$ cat src/rtl/uart_apb_master.sv
// uart_apb_master: APB requester for the UART slave: divisor writes, TX writes with PSLVERR
// retry/backoff, and periodic RX polling when the UART_APB_RX_POLL_EN macro is defined.
module uart_apb_master #(
    parameter int APB_DW    = 8,
    parameter int POLL_W    = 8,
    parameter int POLL_CYC  = 32,
    parameter int RETRY_MAX = 4,
    parameter int TIMEOUT   = 15
) (
    input  logic              clk,
    input  logic              rst,
    input  logic              cfg_valid,
    input  logic [APB_DW-1:0] cfg_div,
    output logic              cfg_ready,
    input  logic              tx_valid,
    input  logic [APB_DW-1:0] tx_byte,
    output logic              tx_ready,
    output logic              tx_drop,
    output logic              rx_valid,
    output logic [APB_DW-1:0] rx_byte,
    input  logic              rx_ready,
    output logic              apb_timeout,
    output logic [APB_DW-1:0] PADDR,
    output logic              PSEL,
    output logic              PENABLE,
    output logic              PWRITE,
    output logic [APB_DW-1:0] PWDATA,
    input  logic              PREADY,
    input  logic [APB_DW-1:0] PRDATA,
    input  logic              PSLVERR
);
    // Handshakes: cfg_valid/tx_valid are held with stable data until the matching one-cycle
    // ready pulse; rx_byte is held while rx_valid and taken on a cycle with rx_valid && rx_ready.

    localparam logic [1:0] S_IDLE   = 2'd0;
    localparam logic [1:0] S_SETUP  = 2'd1;
    localparam logic [1:0] S_ACCESS = 2'd2;

    localparam logic [APB_DW-1:0] A_RX  = APB_DW'(0);
    localparam logic [APB_DW-1:0] A_DIV = APB_DW'(1);
    localparam logic [APB_DW-1:0] A_TX  = APB_DW'(2);

    localparam int RW = $clog2(RETRY_MAX + 2);

    logic [1:0]        state;
    logic [7:0]        tcnt;
    logic [POLL_W-1:0] poll_cnt;
    logic [RW-1:0]     retry_cnt;
    logic              tx_hold;
    logic              poll_due;
    logic              tx_ok;
    logic              done;
    logic              ok_resp;
    logic              rx_take;

    assign PSEL    = (state != S_IDLE);
    assign PENABLE = (state == S_ACCESS);

    // ACCESS ends on PREADY or after TIMEOUT cycles without it.
    assign done    = (state == S_ACCESS) && (PREADY || (tcnt == 8'(TIMEOUT - 1)));
    assign ok_resp = PREADY && !PSLVERR;
    assign rx_take = done && ok_resp && (PADDR == A_RX);

    // After a rejected TX write the shared interval counter doubles as the retry backoff.
    assign tx_ok = tx_valid && (!tx_hold || (poll_cnt == '0));

    always_ff @(posedge clk or posedge rst) begin
        if (rst) begin
            state       <= S_IDLE;
            tcnt        <= '0;
            poll_cnt    <= POLL_W'(POLL_CYC);
            retry_cnt   <= '0;
            tx_hold     <= 1'b0;
            PADDR       <= '0;
            PWRITE      <= 1'b0;
            PWDATA      <= '0;
            cfg_ready   <= 1'b0;
            tx_ready    <= 1'b0;
            tx_drop     <= 1'b0;
            apb_timeout <= 1'b0;
        end else begin
            cfg_ready   <= 1'b0;
            tx_ready    <= 1'b0;
            tx_drop     <= 1'b0;
            apb_timeout <= 1'b0;
            if (poll_cnt != '0) begin
                poll_cnt <= poll_cnt - 1'b1;
            end
            case (state)
                S_IDLE: begin
                    tcnt <= '0;
                    if (cfg_valid) begin
                        PADDR  <= A_DIV;
                        PWRITE <= 1'b1;
                        PWDATA <= cfg_div;
                        state  <= S_SETUP;
                    end else if (tx_ok) begin
                        PADDR   <= A_TX;
                        PWRITE  <= 1'b1;
                        PWDATA  <= tx_byte;
                        tx_hold <= 1'b0;
                        state   <= S_SETUP;
                    end else if (poll_due) begin
                        PADDR  <= A_RX;
                        PWRITE <= 1'b0;
                        PWDATA <= '0;
                        state  <= S_SETUP;
                    end
                end
                S_SETUP: state <= S_ACCESS;
                S_ACCESS: begin
                    if (done) begin
                        state       <= S_IDLE;
                        apb_timeout <= !PREADY;
                        if (PADDR == A_DIV) begin
                            // A timed-out divisor write stays pending and is simply reissued.
                            cfg_ready <= PREADY;
                        end else if (PADDR == A_TX) begin
                            if (ok_resp) begin
                                tx_ready  <= 1'b1;
                                retry_cnt <= '0;
                            end else if (retry_cnt == RW'(RETRY_MAX)) begin
                                tx_ready  <= 1'b1;
                                tx_drop   <= 1'b1;
                                retry_cnt <= '0;
                            end else begin
                                retry_cnt <= retry_cnt + 1'b1;
                                tx_hold   <= 1'b1;
                                poll_cnt  <= POLL_W'(POLL_CYC);
                            end
                        end else begin
                            poll_cnt <= POLL_W'(POLL_CYC);
                        end
                    end else begin
                        tcnt <= tcnt + 1'b1;
                    end
                end
                default: state <= S_IDLE;
            endcase
        end
    end

`ifdef UART_APB_RX_POLL_EN
    assign poll_due = (poll_cnt == '0) && !rx_valid;

    always_ff @(posedge clk or posedge rst) begin
        if (rst) begin
            rx_valid <= 1'b0;
            rx_byte  <= '0;
        end else if (rx_take) begin
            rx_valid <= 1'b1;
            rx_byte  <= PRDATA;
        end else if (rx_valid && rx_ready) begin
            rx_valid <= 1'b0;
        end
    end
`else
    assign poll_due = 1'b0;
    assign rx_valid = 1'b0;
    assign rx_byte  = '0;

    logic unused_rx;
    assign unused_rx = ^{rx_ready, PRDATA, rx_take};
`endif

endmodule
$ cat config.mk
export PLATFORM = sky130hd
export DESIGN_NAME = uart_apb_master
export DESIGN_NICKNAME = d
export VERILOG_FILES = /design/src/rtl/uart_apb_master.sv
export SDC_FILE = /design/constraint.sdc
export NUM_CORES = 1
export LEC_CHECK = 0
export ABC_AREA = 0
export CORE_UTILIZATION = 47
export CTS_CLUSTER_SIZE = 20
export DETAILED_ROUTE_END_ITERATION = 6
export PLACE_DENSITY = 0.82
export REMOVE_ABC_BUFFERS = 1
export SKIP_LAST_GASP = 1
export SYNTH_ARGS = -nofsm -noshare
export SYNTH_HDL_FRONTEND = slang
export SYNTH_SLANG_ARGS = --single-unit
export TNS_END_PERCENT = 20
$ cat constraint.sdc
create_clock -name clk -period 2.03 [get_ports clk]
set_input_delay 0.406 -clock clk [delete_from_list [all_inputs] [get_ports clk]]
set_output_delay 0.406 -clock clk [all_outputs]
set_load 0.03 [all_outputs]
Word level (Yosys, flattened, before mapping)
Index checks and enable logic that the tools add are counted.
Widths: inputs -> output; s select.
Storage, ports and cells
  output and inout port bits: 32
  bits of input ports: 31
  word-level logic and storage cells: 95
  register bits: 43
Operators by class
  reductions and logical operators: 19
  add/subtract/negate cells: 3
  equal/unequal tests: 15
  bitwise logic cells: 1
  muxes and demuxes: 45
Operators by type and width (number)
  $mux 8: 12
  $mux 1: 25
  $pmux 8 s2: 1
  $ne 2x2->1 const B: 6
  $add 8x1->8 const B: 1
  $eq 8x1->1 const B: 1
  $eq 8x2->1 const B: 1
  $eq 8x4->1 const B: 1
  $logic_not 8->1: 1
  $reduce_and 8->1: 1
  $reduce_bool 8->1: 1
  $sub 8x1->8 const B: 1
  $mux 2: 3
  $mux 3: 2
  $pmux 2 s3: 1
  $reduce_and 2->1: 3
  $reduce_bool 2->1: 3
  $ne 2x1->1 const B: 2
  $reduce_and 4->1: 1
  $add 3x1->3 const B: 1
  $eq 3x3->1 const B: 1
  $logic_and 1x1->1: 3
  $logic_not 1->1: 3
  $ne 3x3->1 const B: 1
  other kinds (6): 7

Depth between registers and ports, before layout
  depth in word-level cells: 8
  mapped depth: 6
  depth with buffers taken out: 6

Worst setup path after synthesis
No wires, ideal clock.
  path type: register to register
  from: register tcnt[0]
  to: register tcnt[2]
  required time: 1898 ps
  period minus slack after synthesis: 1632 ps
  buffers on the path: 0
  setup slack: 398 ps
  library setup time: 132 ps
  stages on the path, launching flop included: 7
  arrival time: 1500 ps
  cells stage by stage: dfrtp_1 > inv_1 > ha_1 > or4bb_1 > o211ai_1 > xor2_1 > nor2_1
Between the ends
  word-level cells in the longest chain between the ends: 5
  elaborated cells between the ends (all ways): 8
  classes of those cells: add/sub (1); eq/ne (2); mux (2); reduce/logical (3)
Ends and longest elaborated chain
  start, declared: RTL line 46  | logic [7:0] tcnt;
  start signal, assigned: RTL line 135  | tcnt <= tcnt + 1'b1;
  parallel branches: the longest is 5 deep, another holds $add 8x1->8
Parallel ways; which one is timed is not known. The select of a mux whose other input is x is not followed.
A chain may end at the register's enable or synchronous reset.

Final worst setup path
  from: register state[1]
  to: output PSEL
Between the ends
  word-level cells in the longest chain between the ends: 1
Ends and longest elaborated chain
  start, declared: RTL line 45  | logic [1:0] state;
  start signal, assigned: RTL line 69  | state <= S_IDLE;
  start signal, assigned: RTL line 96  | state <= S_SETUP;
  start signal, assigned: RTL line 102  | state <= S_SETUP;
  $reduce_bool 2->1: RTL line 56  | assign PSEL = (state != S_IDLE);
  end, declared: RTL line 24  | output logic PSEL,
Every way passes these cells.

==> run metrics <==
initial antenna violation count=0; port bufs=38; finished layout cell area=2620 um2; Fin. Hold Viols=0; WL met2=2020 um; f_max=542 MHz; H-tree levels=2; Clk Latency, worst-skew pair=290 ps; RSZ-0062 raised after global routing=false; VDD IR max=660 uV; Final ANT Viol Nets=0; Min Hold Slack=490 ps; Final min period=1850 ps; via count=1646; met1 wire length=2000 um; vias in the first global route=1547; Vert. Die Dim=68.5 um; core box area=4120 um2; Worst Skew=8.55 ps; P&R area growth vs syn=26.3%; Placed Area=2510 um2; max-slew violations=0; Layout Cells excl Fill=313; TritonCTS clock tree=built; metal3 WL=225 um; Max Cap Viol=0; Worst setup SP type=register; gr ovfl total=0; main flop type after synthesis=dfrtp_1; first-pass GRT wire length=7100 um; Yosys warning total=0; total power=0.00348 W; DRC Markers=0; Worst EP required=1620 ps; clock transition at the registers of the reported paths=80 ps; row cnt=23; Setup crit end kind=output pin; EDFF count, synth=0; clock buffer depth=2; Hold Path Class=reg2reg; post-DR vias/cell=5.26; maximum number of pins on one net before global-route repair=38; clk sinks=37; dpl hpwl=3080 um; ANT cells=0; worst-path fanout max=9; root buffer cell=clkbuf_8; Tcrit/Tclk final=0.909; Inst Count DP=305; Cells after Synth=214; Post-CTS Hold Buffers=0; Final setup viols=0; final core utilization=0.638; drt pass-1 iters=5; Post-Route WL=4290 um; Nets=299; P per Cell Area=1330 nW/um2; crit path DAT=1440 ps; Max Used Layer=met4; Die Footprint=4690 um2; DRT iter0 DRCs=103; WL per Instance=13.7 um; ys async rst share=1.00; most frequent cells in the layout=dfrtp_1, clkdlybuf4s50_1, nor2_1; Initial Util=0.505; Leak=1.16 nW; die width=68.5 um; Total GRT Usage=0.211; CP Class=reg2out; share of layout cells above drive strength 1=0.103; Syn Std Cell Area=2080 um2; synthesis-stage register bit count=37; Yosys cell types=45; io pins=63; Avg Cell Area, Syn=9.71 um2; total CTS buffers=5; GP Congestion=0.828; outcome=complete, no violations; sequential fraction of the synthesis area=0.446
[per-stage QoR]
stage | TNS [ps] | worst slack, ps
6_report | 0 | 184
5_1_grt | 0 | 93.1
4_1_cts | -72.5 | -72.5
3_5_place_dp | 0 | 101
3_3_place_gp | 0 | 96.7
2_1_floorplan | 0 | 358
[cell families after synthesis]
logic type      Yosys count  share of synthesized area
other cells               1                    0.00181
xor+xnor                  9                     0.0379
buf+inv                  31                     0.0843
compound gates           40                      0.145
mux                       3                     0.0145
fa+ha+maj                 6                     0.0361
flops                    37                      0.446
simple gates             87                      0.234
[Yosys cell counts (2+ instances only)]
library cell	n	share of area
buf_2	2	0.0048
o21ai_0	8	0.019
nand4bb_1	2	0.011
nor2_2	2	0.0060
xor2_1	4	0.017
inv_1	11	0.020
nand4_1	4	0.012
nand3_1	6	0.014
a21o_1	2	0.0072
nor2b_1	4	0.012
nor3_1	12	0.029
a221o_1	2	0.0096
mux2i_1	3	0.014
buf_4	15	0.054
a211oi_1	7	0.025
nand2_1	14	0.025
and2_1	2	0.0060
nor2_1	22	0.040
nor4_1	2	0.0060
o22ai_1	6	0.018
nor3b_2	2	0.012
clkbuf_1	3	0.0054
dfrtp_1	36	0.43
ha_1	6	0.036
nand2b_1	4	0.012
o21ai_2	2	0.0084
a21oi_1	5	0.012
xnor2_1	5	0.021
or3_1	2	0.0060
and3_1	4	0.012
[what timing repair did]
item	4_1_cts	5_1_grt
gates resized for setup	1	1
setup endpoints to repair	2	1
setup buffers	0	0
[power by group]
| group | leakage, nW | switching, W | internal, W |
|---|---|---|---|
| Combinational | 0.641 | 0.000894 | 0.000668 |
| Clock | 0.0585 | 0.000260 | 0.000401 |
| Sequential | 0.461 | 0.000264 | 0.000994 |
[routing by layer]
metal	up-vias	global-route usage
li1	822	-
met1	776	0.265
met2	42	0.335
met3	6	0.0733
met4	0	0.0703
met5	-	0
[layout make-up]
type / instances / area, um2
Sequential cell: 37 / 927
Fill cell: 352 / 1490
Tap cell: 50 / 62.6
Multi-Input combinational cell: 160 / 1030
Timing Repair Buffer: 47 / 449
Clock inverter: 1 / 30.0
Clock buffer: 7 / 86.3
Inverter: 11 / 41.3
[final timing paths]
| check | end | cells past startpoint | from | slack, ps |
|---|---|---|---|---|
| min reg2reg | PWRITE | 1 | PWRITE | 490 |
| max in group asynchronous | poll_cnt[5] | 3 | rst | 1160 |
| max | PSEL | 3 | state[1] | 180 |
| min in group asynchronous | apb_timeout | 3 | rst | 530 |
| min | PWRITE | 1 | PWRITE | 490 |
| max reg2reg | tcnt[3] | 6 | tcnt[0] | 240 |
[flip-flops by register name, indices dropped and copies added (netlist names)]
name / cells
tx_ready: 1
cfg_ready: 1
apb_timeout: 1
retry_cnt: 3
tx_drop: 1
tcnt: 8
PWRITE: 1
PADDR: 2
tx_hold: 1
poll_cnt: 8
PWDATA: 8
state: 2
[worst max-delay path, stage by stage, from the launching register on]
cell           delay, ps
dfrtp_1              510
nor2_2                90
inv_1                120
dlygate4sd2_1        430
(Power assumes the default switching activity.)
